$ cat config.mk
export PLATFORM = sky130hd
export DESIGN_NAME = ddr3_ui_arb
export DESIGN_NICKNAME = d
export VERILOG_FILES = /design/src/rtl/ddr3_ui_arb.sv
export SDC_FILE = /design/constraint.sdc
export NUM_CORES = 1
export LEC_CHECK = 0
export BUFFER_PORTS_ARGS = -buffer_cell sky130_fd_sc_hd__clkbuf_2
export CAP_MARGIN = 20
export CORE_AREA = 2 2 575 577
export CTS_CLUSTER_DIAMETER = 200
export DETAILED_ROUTE_END_ITERATION = 12
export DIE_AREA = 0 0 577 579
export GPL_ROUTABILITY_DRIVEN = 0
export PLACE_DENSITY = 0.3
export SKIP_LAST_GASP = 1
export SLEW_MARGIN = 20
export SYNTH_ARGS = -nofsm -noshare
export SYNTH_HDL_FRONTEND = slang
export SYNTH_SLANG_ARGS = --single-unit
export TNS_END_PERCENT = 100
$ cat constraint.sdc
create_clock -name ui_clk -period 9.5 [get_ports ui_clk]
set_input_delay 0.95 -clock ui_clk [delete_from_list [all_inputs] [get_ports ui_clk]]
set_output_delay 0.95 -clock ui_clk [all_outputs]
set_load 0.01 [all_outputs]
$ cat src/rtl/ddr3_ui_arb.sv
// ddr3_ui_arb: two-port arbiter in front of a DDR3 controller user interface.
// Waits for calibration before issuing anything. Grants one command at a time
// and drives the command and write-data channels. Each returned read beat is
// routed to its requester through a small FIFO of requester IDs.
// Optional build macro: DDR3_ARB_FIXPRI_EN selects fixed priority, where port 0
// wins whenever both ports are eligible. When it is undefined the ports
// alternate (round-robin).
module ddr3_ui_arb #(
    parameter int ADDR_W    = 29,
    parameter int DATA_W    = 256,
    parameter int MASK_W    = 32,
    parameter int TAG_DEPTH = 16
) (
    input  logic              ui_clk,
    input  logic              ui_clk_sync_rst,
    input  logic              init_calib_complete,
    input  logic              r0_req,
    input  logic              r0_we,
    input  logic [ADDR_W-1:0] r0_addr,
    input  logic [DATA_W-1:0] r0_wdata,
    input  logic [MASK_W-1:0] r0_wmask,
    output logic              r0_ack,
    output logic              r0_rd_valid,
    input  logic              r1_req,
    input  logic              r1_we,
    input  logic [ADDR_W-1:0] r1_addr,
    input  logic [DATA_W-1:0] r1_wdata,
    input  logic [MASK_W-1:0] r1_wmask,
    output logic              r1_ack,
    output logic              r1_rd_valid,
    output logic [DATA_W-1:0] rd_data,
    output logic              rd_err,
    output logic [ADDR_W-1:0] app_addr,
    output logic [2:0]        app_cmd,
    output logic              app_en,
    output logic [DATA_W-1:0] app_wdf_data,
    output logic [MASK_W-1:0] app_wdf_mask,
    output logic              app_wdf_wren,
    output logic              app_wdf_end,
    input  logic              app_rdy,
    input  logic              app_wdf_rdy,
    input  logic [DATA_W-1:0] app_rd_data,
    input  logic              app_rd_data_valid
);

    localparam int PTR_W = $clog2(TAG_DEPTH);
    localparam int CNT_W = PTR_W + 1;
    localparam logic [2:0] CMD_WR = 3'b000;
    localparam logic [2:0] CMD_RD = 3'b001;

    typedef enum logic [1:0] {ST_CAL, ST_IDLE, ST_ISSUE} state_t;

    state_t             r_state;
    state_t             w_state_next;

    // Per-port views of the request inputs, indexed by port ID
    logic [1:0]         w_req;
    logic [1:0]         w_we;
    logic [ADDR_W-1:0]  w_addr  [2];
    logic [DATA_W-1:0]  w_wdata [2];
    logic [MASK_W-1:0]  w_wmask [2];
    logic [1:0]         w_elig;

    logic               w_grant;
    logic               w_gnt_sel;
    logic               w_complete;
    logic               w_cmd_fire;
    logic               w_wdf_fire;
    logic               w_cmd_done;
    logic               w_wdf_done;

    logic               r_gnt_port;
    logic               r_cmd_done;
    logic               r_wdf_done;
    logic [1:0]         r_ack;
    logic [ADDR_W-1:0]  r_app_addr;
    logic [2:0]         r_app_cmd;
    logic               r_app_en;
    logic [DATA_W-1:0]  r_app_wdf_data;
    logic [MASK_W-1:0]  r_app_wdf_mask;
    logic               r_app_wdf_wren;
    logic               r_app_wdf_end;

    // Tag FIFO: holds the requester ID of each accepted read, in issue order
    logic               r_tag_mem [TAG_DEPTH];
    logic [PTR_W-1:0]   r_wr_ptr;
    logic [PTR_W-1:0]   r_rd_ptr;
    logic [CNT_W-1:0]   r_tag_cnt;
    logic               w_tag_room;
    logic               w_push;
    logic               w_pop;

    logic [1:0]         r_rd_valid;
    logic [DATA_W-1:0]  r_rd_data;
    logic               r_rd_err;

    assign w_req      = {r1_req, r0_req};
    assign w_we       = {r1_we, r0_we};
    assign w_addr[0]  = r0_addr;
    assign w_addr[1]  = r1_addr;
    assign w_wdata[0] = r0_wdata;
    assign w_wdata[1] = r1_wdata;
    assign w_wmask[0] = r0_wmask;
    assign w_wmask[1] = r1_wmask;

    assign w_tag_room = (r_tag_cnt < CNT_W'(TAG_DEPTH));

    // A read is held back while every tag is in use; writes never are
    generate
        for (genvar gi = 0; gi < 2; gi++) begin : g_elig
            assign w_elig[gi] = w_req[gi] && (w_we[gi] || w_tag_room);
        end
    endgenerate

`ifdef DDR3_ARB_FIXPRI_EN
    // Port 1 is chosen only when port 0 has nothing eligible
    assign w_gnt_sel = ~w_elig[0];
`else
    logic r_rr_last;

    // On contention, pick the port that was not granted last
    assign w_gnt_sel = w_elig[1] && (!w_elig[0] || !r_rr_last);

    // Remember the last port that completed; starts at port 1 so port 0 wins first
    always_ff @(posedge ui_clk) begin
        if (ui_clk_sync_rst) begin
            r_rr_last <= 1'b1;
        end else if (w_complete) begin
            r_rr_last <= r_gnt_port;
        end
    end
`endif

    assign w_cmd_fire = r_app_en && app_rdy;
    assign w_wdf_fire = r_app_wdf_wren && app_wdf_rdy;
    assign w_cmd_done = r_cmd_done || w_cmd_fire;
    assign w_wdf_done = r_wdf_done || w_wdf_fire;

    // FSM state register
    always_ff @(posedge ui_clk) begin
        if (ui_clk_sync_rst) begin
            r_state <= ST_CAL;
        end else begin
            r_state <= w_state_next;
        end
    end

    // Next state and grant/complete strobes
    always_comb begin
        w_state_next = r_state;
        w_grant      = 1'b0;
        w_complete   = 1'b0;
        case (r_state)
            ST_CAL: begin
                if (init_calib_complete) begin
                    w_state_next = ST_IDLE;
                end
            end
            ST_IDLE: begin
                if (!init_calib_complete) begin
                    w_state_next = ST_CAL;
                end else if (|w_elig) begin
                    w_grant      = 1'b1;
                    w_state_next = ST_ISSUE;
                end
            end
            ST_ISSUE: begin
                // A command in flight is always finished, even if calibration drops
                if (w_cmd_done && w_wdf_done) begin
                    w_complete   = 1'b1;
                    w_state_next = init_calib_complete ? ST_IDLE : ST_CAL;
                end
            end
            default: w_state_next = ST_CAL;
        endcase
    end

    // Command and write-data channel registers, done flags and ack pulse
    always_ff @(posedge ui_clk) begin
        if (ui_clk_sync_rst) begin
            r_gnt_port     <= 1'b0;
            r_cmd_done     <= 1'b0;
            r_wdf_done     <= 1'b0;
            r_ack          <= '0;
            r_app_addr     <= '0;
            r_app_cmd      <= '0;
            r_app_en       <= 1'b0;
            r_app_wdf_data <= '0;
            r_app_wdf_mask <= '0;
            r_app_wdf_wren <= 1'b0;
            r_app_wdf_end  <= 1'b0;
        end else begin
            r_ack <= '0;
            if (w_grant) begin
                r_gnt_port <= w_gnt_sel;
                r_app_addr <= w_addr[w_gnt_sel];
                r_app_en   <= 1'b1;
                r_cmd_done <= 1'b0;
                if (w_we[w_gnt_sel]) begin
                    r_app_cmd      <= CMD_WR;
                    r_app_wdf_data <= w_wdata[w_gnt_sel];
                    r_app_wdf_mask <= w_wmask[w_gnt_sel];
                    r_app_wdf_wren <= 1'b1;
                    r_app_wdf_end  <= 1'b1;
                    r_wdf_done     <= 1'b0;
                end else begin
                    r_app_cmd  <= CMD_RD;
                    r_wdf_done <= 1'b1;
                end
            end else if (r_state == ST_ISSUE) begin
                if (w_cmd_fire) begin
                    r_app_en   <= 1'b0;
                    r_cmd_done <= 1'b1;
                end
                if (w_wdf_fire) begin
                    r_app_wdf_wren <= 1'b0;
                    r_app_wdf_end  <= 1'b0;
                    r_wdf_done     <= 1'b1;
                end
                if (w_complete) begin
                    r_ack[r_gnt_port] <= 1'b1;
                    r_cmd_done        <= 1'b0;
                    r_wdf_done        <= 1'b0;
                end
            end
        end
    end

    // A beat with no tag outstanding is an error, never a pop
    assign w_push = w_cmd_fire && (r_app_cmd == CMD_RD);
    assign w_pop  = app_rd_data_valid && (r_tag_cnt != '0);

    // Tag storage (no reset so it maps onto plain memory)
    always_ff @(posedge ui_clk) begin
        if (w_push) begin
            r_tag_mem[r_wr_ptr] <= r_gnt_port;
        end
    end

    // Tag FIFO pointers and occupancy
    always_ff @(posedge ui_clk) begin
        if (ui_clk_sync_rst) begin
            r_wr_ptr  <= '0;
            r_rd_ptr  <= '0;
            r_tag_cnt <= '0;
        end else begin
            if (w_push) begin
                r_wr_ptr <= r_wr_ptr + PTR_W'(1);
            end
            if (w_pop) begin
                r_rd_ptr <= r_rd_ptr + PTR_W'(1);
            end
            if (w_push && !w_pop) begin
                r_tag_cnt <= r_tag_cnt + CNT_W'(1);
            end else if (w_pop && !w_push) begin
                r_tag_cnt <= r_tag_cnt - CNT_W'(1);
            end
        end
    end

    // Read return: register the beat and flag it for the owning port
    always_ff @(posedge ui_clk) begin
        if (ui_clk_sync_rst) begin
            r_rd_valid <= '0;
            r_rd_data  <= '0;
            r_rd_err   <= 1'b0;
        end else begin
            r_rd_valid <= '0;
            if (w_pop) begin
                r_rd_data                      <= app_rd_data;
                r_rd_valid[r_tag_mem[r_rd_ptr]] <= 1'b1;
            end
            if (app_rd_data_valid && (r_tag_cnt == '0)) begin
                r_rd_err <= 1'b1;
            end
        end
    end

    assign r0_ack       = r_ack[0];
    assign r1_ack       = r_ack[1];
    assign r0_rd_valid  = r_rd_valid[0];
    assign r1_rd_valid  = r_rd_valid[1];
    assign rd_data      = r_rd_data;
    assign rd_err       = r_rd_err;
    assign app_addr     = r_app_addr;
    assign app_cmd      = r_app_cmd;
    assign app_en       = r_app_en;
    assign app_wdf_data = r_app_wdf_data;
    assign app_wdf_mask = r_app_wdf_mask;
    assign app_wdf_wren = r_app_wdf_wren;
    assign app_wdf_end  = r_app_wdf_end;

endmodule

## Word-level counts from Yosys, hierarchy flattened

Memories as Yosys holds them, arrays and structs flattened. A register that Yosys moved wholly into a read port is not among the register bits.
Index checks and enable logic that the tools add are counted.

| storage, ports and cells | value |
|---|---|
| input bits | 900 |
| bits in registers | 602 |
| memories kept | 1 |
| logic and storage cells | 129 |
| RAM bits | 16 |

Memories:

| memory | words | width | read ports | clocked after memory_dff | write ports | RTL line | RTL |
|---|---|---|---|---|---|---|---|
| r_tag_mem | 16 | 1 | 1 | 1 | 1 | 85 | `logic r_tag_mem [TAG_DEPTH];` |

| cells by class | value |
|---|---|
| reductions and logical operators | 41 |
| mux-type cells | 47 |
| add/sub/neg operators | 4 |
| bitwise operators | 4 |
| order comparisons | 7 |
| equality and inequality tests | 7 |

Operators with widths:

| cell | number |
|---|---|
| $mux 256 | 3 |
| $mux 32 | 3 |
| $mux 29 | 3 |
| $mux 1 | 27 |
| $logic_and 1x1->1 | 13 |
| $mux 5 | 2 |
| $reduce_bool 2->1 | 5 |
| $add 4x1->4 const B | 2 |
| $mux 2 | 4 |
| $mux 4 | 2 |
| $reduce_and 2->1 | 4 |
| $lt 1x2->1 const B | 3 |
| $pmux 2 s3 | 1 |
| $reduce_and 3->1 | 2 |
| $reduce_or 2->1 | 3 |
| $add 5x1->5 const B | 1 |
| $logic_not 5->1 | 1 |
| $logic_or 1x1->1 | 5 |
| $lt 5x5->1 const B | 1 |
| $reduce_bool 5->1 | 1 |
| $sub 5x1->5 const B | 1 |
| $logic_not 1->1 | 4 |
| $ne 2x2->1 const B | 2 |
| $reduce_or 4->1 | 1 |
| other kinds (12) | 16 |

## Logic depth before layout (Yosys ltp)

| depth | value |
|---|---|
| word-level depth | 10 |
| mapped depth | 13 |
| depth with buffers taken out | 11 |

## Least setup slack after synthesis

Ideal clock, no wire load.

| path | value |
|---|---|
| path kind | input port to flip-flop |
| start | input app_rd_data_valid |
| end | register r_tag_cnt[4] |
| arrival | 2916 ps |
| required time | 9379 ps |
| path slack | 6463 ps |
| stages | 11 |
| buffers on the path | 2 |
| path through | o21a_1 -> buf_4 -> inv_6 -> buf_2 -> ha_1 -> inv_1 -> ha_1 -> a21o_1 -> a21oi_1 -> mux2i_1 -> mux2_2 |

| on the way | value |
|---|---|
| word-level cells in the longest chain between the ends | 4 |
| elaborated cells on any way between the ends | 6 |
| those cells by class | mux: 1; reduce/logical: 5 |

Ends and longest elaborated chain:

| item | RTL line | RTL |
|---|---|---|
| start: declaration | 43 | `input logic app_rd_data_valid` |
| $logic_and 1x1->1 * | 231 | `assign w_pop = app_rd_data_valid && (r_tag_cnt != '0);` |
| $logic_not 1->1 | 253 | `if (w_push && !w_pop) begin` |
| $logic_and 1x1->1 | 253 |  |
| $mux 5 or $reduce_bool 2->1 (tied branches) | -- |  |
| end signal: assignment | 254 | `r_tag_cnt <= r_tag_cnt + CNT_W'(1);` |
| end signal: assignment | 256 | `r_tag_cnt <= r_tag_cnt - CNT_W'(1);` |
| end: declaration | 88 | `logic [CNT_W-1:0] r_tag_cnt;` |

Mark *: on every way between the ends. The rest lies on a longest branch, timed or not.
A chain may end at the register's enable or synchronous reset.

## Worst setup path in the final report

| path | value |
|---|---|
| start | register r_tag_cnt[4] |
| end | register r_rd_data[4] (netlist: rd_data[4]) |

| on the way | value |
|---|---|
| word-level cells in the longest chain between the ends | 2 |

Ends and longest elaborated chain:

| item | RTL line | RTL |
|---|---|---|
| $reduce_bool 5->1 | 231 |  |
| $logic_and 1x1->1 | 231 |  |
| end signal: assignment | 270 | `r_rd_data <= app_rd_data;` |
| end: declaration | 94 | `logic [DATA_W-1:0] r_rd_data;` |

No other way between the ends.

==> run metrics <==
outcome=complete, no violations; proportion of total power due to net switching=36.6%; number of flops mapped to enable cells by yosys=16; adder and majority cell fraction of the synthesized area=less than 1%; wire length of the first global-routing pass=around 300,000 um; synthesized area per cell=around 8.6 um^2; count of synthesis-stage warnings from yosys=0; cell chain of the critical path=or4_1 -> o21a_4 -> clkinv_8 -> buf_4 -> buf_4 -> nand2_1 -> a21oi_1; critical path data arrival time=slightly below 5 ns; most used routing layer=met2; dominant cell type by count on the critical path=sky130_fd_sc_hd__buf_4; met2 usage=~23%; largest net degree at the start of global routing=around 190; Static Leak=around 16 nW; share of flip-flops with an asynchronous set or reset=0%; first-iteration detailed-routing DRC count=1,596; Compound-Gate Fraction of Synth Area=23.1%; accumulated negative setup slack=0 ns; clock latency of the later-clocked register in the worst-skew pair=0.83 ns; met1 Use GR=between 10% and 20%; Placed Cells=8,625; TritonCTS clock tree=built; final design utilization=around an eighth; Hold WC Path Type=in -> reg; final setup skew=~0.062 ns; fraction of synthesized area in multiplexers=1.59%; Max Buffers Root-to-Sink=4; initial antenna violation count=~170; final wirelength=235,000 um; via count of the first global-routing pass=29,706; placeable core region=329,000 um^2; required time reported for the critical path endpoint=10.24 ns; Netlist Area Pre-Place=about 27,000 um^2; final net count=about 5,300; number of buffers inserted during clock tree synthesis=94; number of standard cells after synthesis=approximately 3,000; share of the synthesized netlist area taken by xor and xnor gates=less than 1%; remaining global-route overflow=0; num rows=between 200 and 250; final cycle utilization of the critical path=around 44%; multi-input combinational cell area=about 12,000 um^2; kind of critical path=reg -> reg; CP Launch Type=register; headroom to the max-slew limit=around a quarter; die width=~580 um; hold violation count in the final report=0; max-slew violation total from the final report=0; Seq cells post-synth=620; simple-gate share of the synthesized area=between 20% and 30%; min Tclk post-route=around 4.2 ns; Boundary Pins=about 1,500; sequential power share=34.7%; final non-filler cell total=about 8,800; global-route total usage across every layer=between 10% and 20%; critical path capture point type=register; met3 track utilization from global routing=under 10%; Worst VDD drop=0.000156 V; number of fill cells in the layout=38,191; part of the power in the clock network=about two fifths; sink count of the clock tree=620; number of buffers added for setup after CTS=0; worst-path fanout max=120; power density over the cells=226 nW/um^2; highest clock frequency the design can meet=239 MHz; Clock transition at path regs=around 0.060 ns; critical-path cell with the highest stage delay=sky130_fd_sc_hd__buf_4; setup repair after global routing missed its margin=false; design internal power=just under 6 mW; full die area=334,000 um^2; delay of the slowest critical-path stage=about 0.87 ns; number of buffers inserted by port buffering=about 1,500; initial core utilization=slightly above 8%; cts hold-fix bufs=0; slew at the pin with the worst max-slew slack=approximately 1.1 ns; HPWL Detailed=around 190,000 um; clk root buf=sky130_fd_sc_hd__clkbuf_16; via-per-instance ratio=between 3 and 4; share of post-route cells with drive strength above 1=around 39%; Comb pwr share=about a quarter; count of cell types in the netlist=50; power after layout=between 9 and 10 mW; portion of the post-synthesis area used by sequential elements=between 40% and 50%; PostCTS Resize Cnt=0; number of endpoints failing setup at the final stage=0; Main synth FF type=sky130_fd_sc_hd__dfxtp_1; 1st-pass router iterations=6; die boundary height=579 um; routed via count=29,793; max capacitance violation total=0; total area of sequential cells=12,600 um^2; post-route ant nets=0; P_sw=between 3 and 4 mW; growth of design area from synthesis to finish=56.5%; Max H-tree Level=3; average routed wire per standard cell=around 27 um; combinational family with the most area after synthesis=compound AO/OA/AOI/OAI gates; total DRC errors in the routed layout=0
==> worst paths after layout <==
| kind | start | to | slack (ns) | depth (start not counted) |
|---|---|---|---|---|
| worst max-delay path | r_tag_cnt[4] | rd_data[4] | 5.31 | 7 |
| worst min-delay path | app_rd_data[39] | rd_data[39] | 0.34 | 3 |
| worst max register to register | r_tag_cnt[4] | rd_data[4] | 5.31 | 7 |
| worst min register to register | rd_data[14] | rd_data[14] | 0.45 | 2 |
==> cells in the mapped netlist, drive strengths merged, types with 2 or more instances <==
library cell / number / area share (%)
dfxtp: 604 / 46
nand2: 528 / 7.7
nor2: 325 / 4.6
a211oi: 290 / 8.2
nand3b: 289 / 8.2
o31ai: 288 / 8.2
a21oi: 271 / 5.4
clkbuf: 190 / 2.7
buf: 138 / 3.2
mux2i: 32 / 1.2
o2bb2ai: 29 / 0.96
edfxtp: 16 / 1.8
inv: 10 / 0.16
ha: 9 / 0.42
nor3: 8 / 0.15
xor2: 6 / 0.20
mux4: 4 / 0.34
nand2b: 4 / 0.094
nor3b: 3 / 0.085
xnor2: 3 / 0.099
a21o: 2 / 0.057
a31oi: 2 / 0.047
nand4: 2 / 0.047
nor2b: 2 / 0.047
nor4: 2 / 0.047
==> per-layer routing <==
layer	vias up	routed length, um	share of wire, %
met3	444	25800	11
met4	108	8400	3.6
met2	1460	111000	47
li1	13573	-	-
met1	14208	89500	38
met5	-	690	0.29
==> logic make-up (layout without fill, tap and decap cells) <==
family	count (synthesis)	count (layout)
simple gates	1168	1168
compound gates	891	891
flops	620	620
buf+inv	338	1684
mux	37	37
fa+ha+maj	10	10
xor+xnor	9	9
other cells	1	41
==> critical path, delay by kind of cell (launching register included) <==
family                 cells  cell delay [ns]
DFF                        1             0.46
AOI/OAI and AO/OA          2             0.57
and+or+nand+nor            2             0.78
buffers and inverters      3             2.01
==> flip-flops by register name, indices dropped and copies added (netlist names), named ones only <==
register	count
app_wdf_data	256
r_rd_ptr	4
r_ack	2
r_rr_last	1
r_tag_mem	16
rd_data	256
r_gnt_port	1
r_wdf_done	1
app_wdf_end	1
r_wr_ptr	4
r_rd_valid	2
app_en	1
app_wdf_mask	32
r_cmd_done	1
app_cmd	1
rd_err	1
r_tag_cnt	5
r_state	2
app_addr	29
==> cell type report <==
cell class / instances / share of cell area [%]
multi-input combinational: 2117 / 29.8
clock buffer: 133 / 6.49
sequential: 620 / 30.3
clock inverter: 28 / 1.08
antenna: 39 / 0.235
inverter: 10 / 0.139
timing repair buffer: 1513 / 18.8
tap: 4366 / 13.2
==> power groups by stage <==
stage / logic, mW / clock network [mW] / registers [mW]
CTS: 2.56 / 3.84 / 3.26
finish: 2.47 / 3.67 / 3.26
global placement: 2.56 / 0 / 3.30
global route: 2.67 / 3.92 / 3.30
detailed placement: 2.55 / 0 / 3.31
floorplan: 1.01 / 0 / 3.43
==> placed cells by master (no fill, tap or decap), types with 9 or more instances in the layout <==
cell,instances
sky130_fd_sc_hd__buf_4,23
sky130_fd_sc_hd__a21oi_1,250
sky130_fd_sc_hd__edfxtp_1,16
sky130_fd_sc_hd__clkbuf_1,19
sky130_fd_sc_hd__a211oi_1,290
sky130_fd_sc_hd__dfxtp_1,604
sky130_fd_sc_hd__clkbuf_8,19
sky130_fd_sc_hd__clkbuf_16,94
sky130_fd_sc_hd__o31ai_1,288
sky130_fd_sc_hd__nand2_2,20
sky130_fd_sc_hd__clkbuf_2,1479
sky130_fd_sc_hd__nand2_1,508
sky130_fd_sc_hd__bufinv_16,9
sky130_fd_sc_hd__mux2i_1,32
sky130_fd_sc_hd__nor2_1,324
sky130_fd_sc_hd__diode_2,39
sky130_fd_sc_hd__nand3b_1,289
sky130_fd_sc_hd__ha_1,9
sky130_fd_sc_hd__a21oi_2,20
sky130_fd_sc_hd__o2bb2ai_1,29
sky130_fd_sc_hd__clkinv_2,10
==> metrics by stage <==
step | hold slack, ns | worst slack, ns | instance area, um^2
2_1_floorplan | 0.438 | 6.46 | 26500
3_3_place_gp | 0.442 | 5.14 | 38200
3_5_place_dp | 0.445 | 5.16 | 38200
4_1_cts | 0.241 | 5.31 | 41400
5_1_grt | 0.285 | 4.97 | 41400
6_report | 0.343 | 5.31 | 41500
Power figures use the tool's default switching activity.
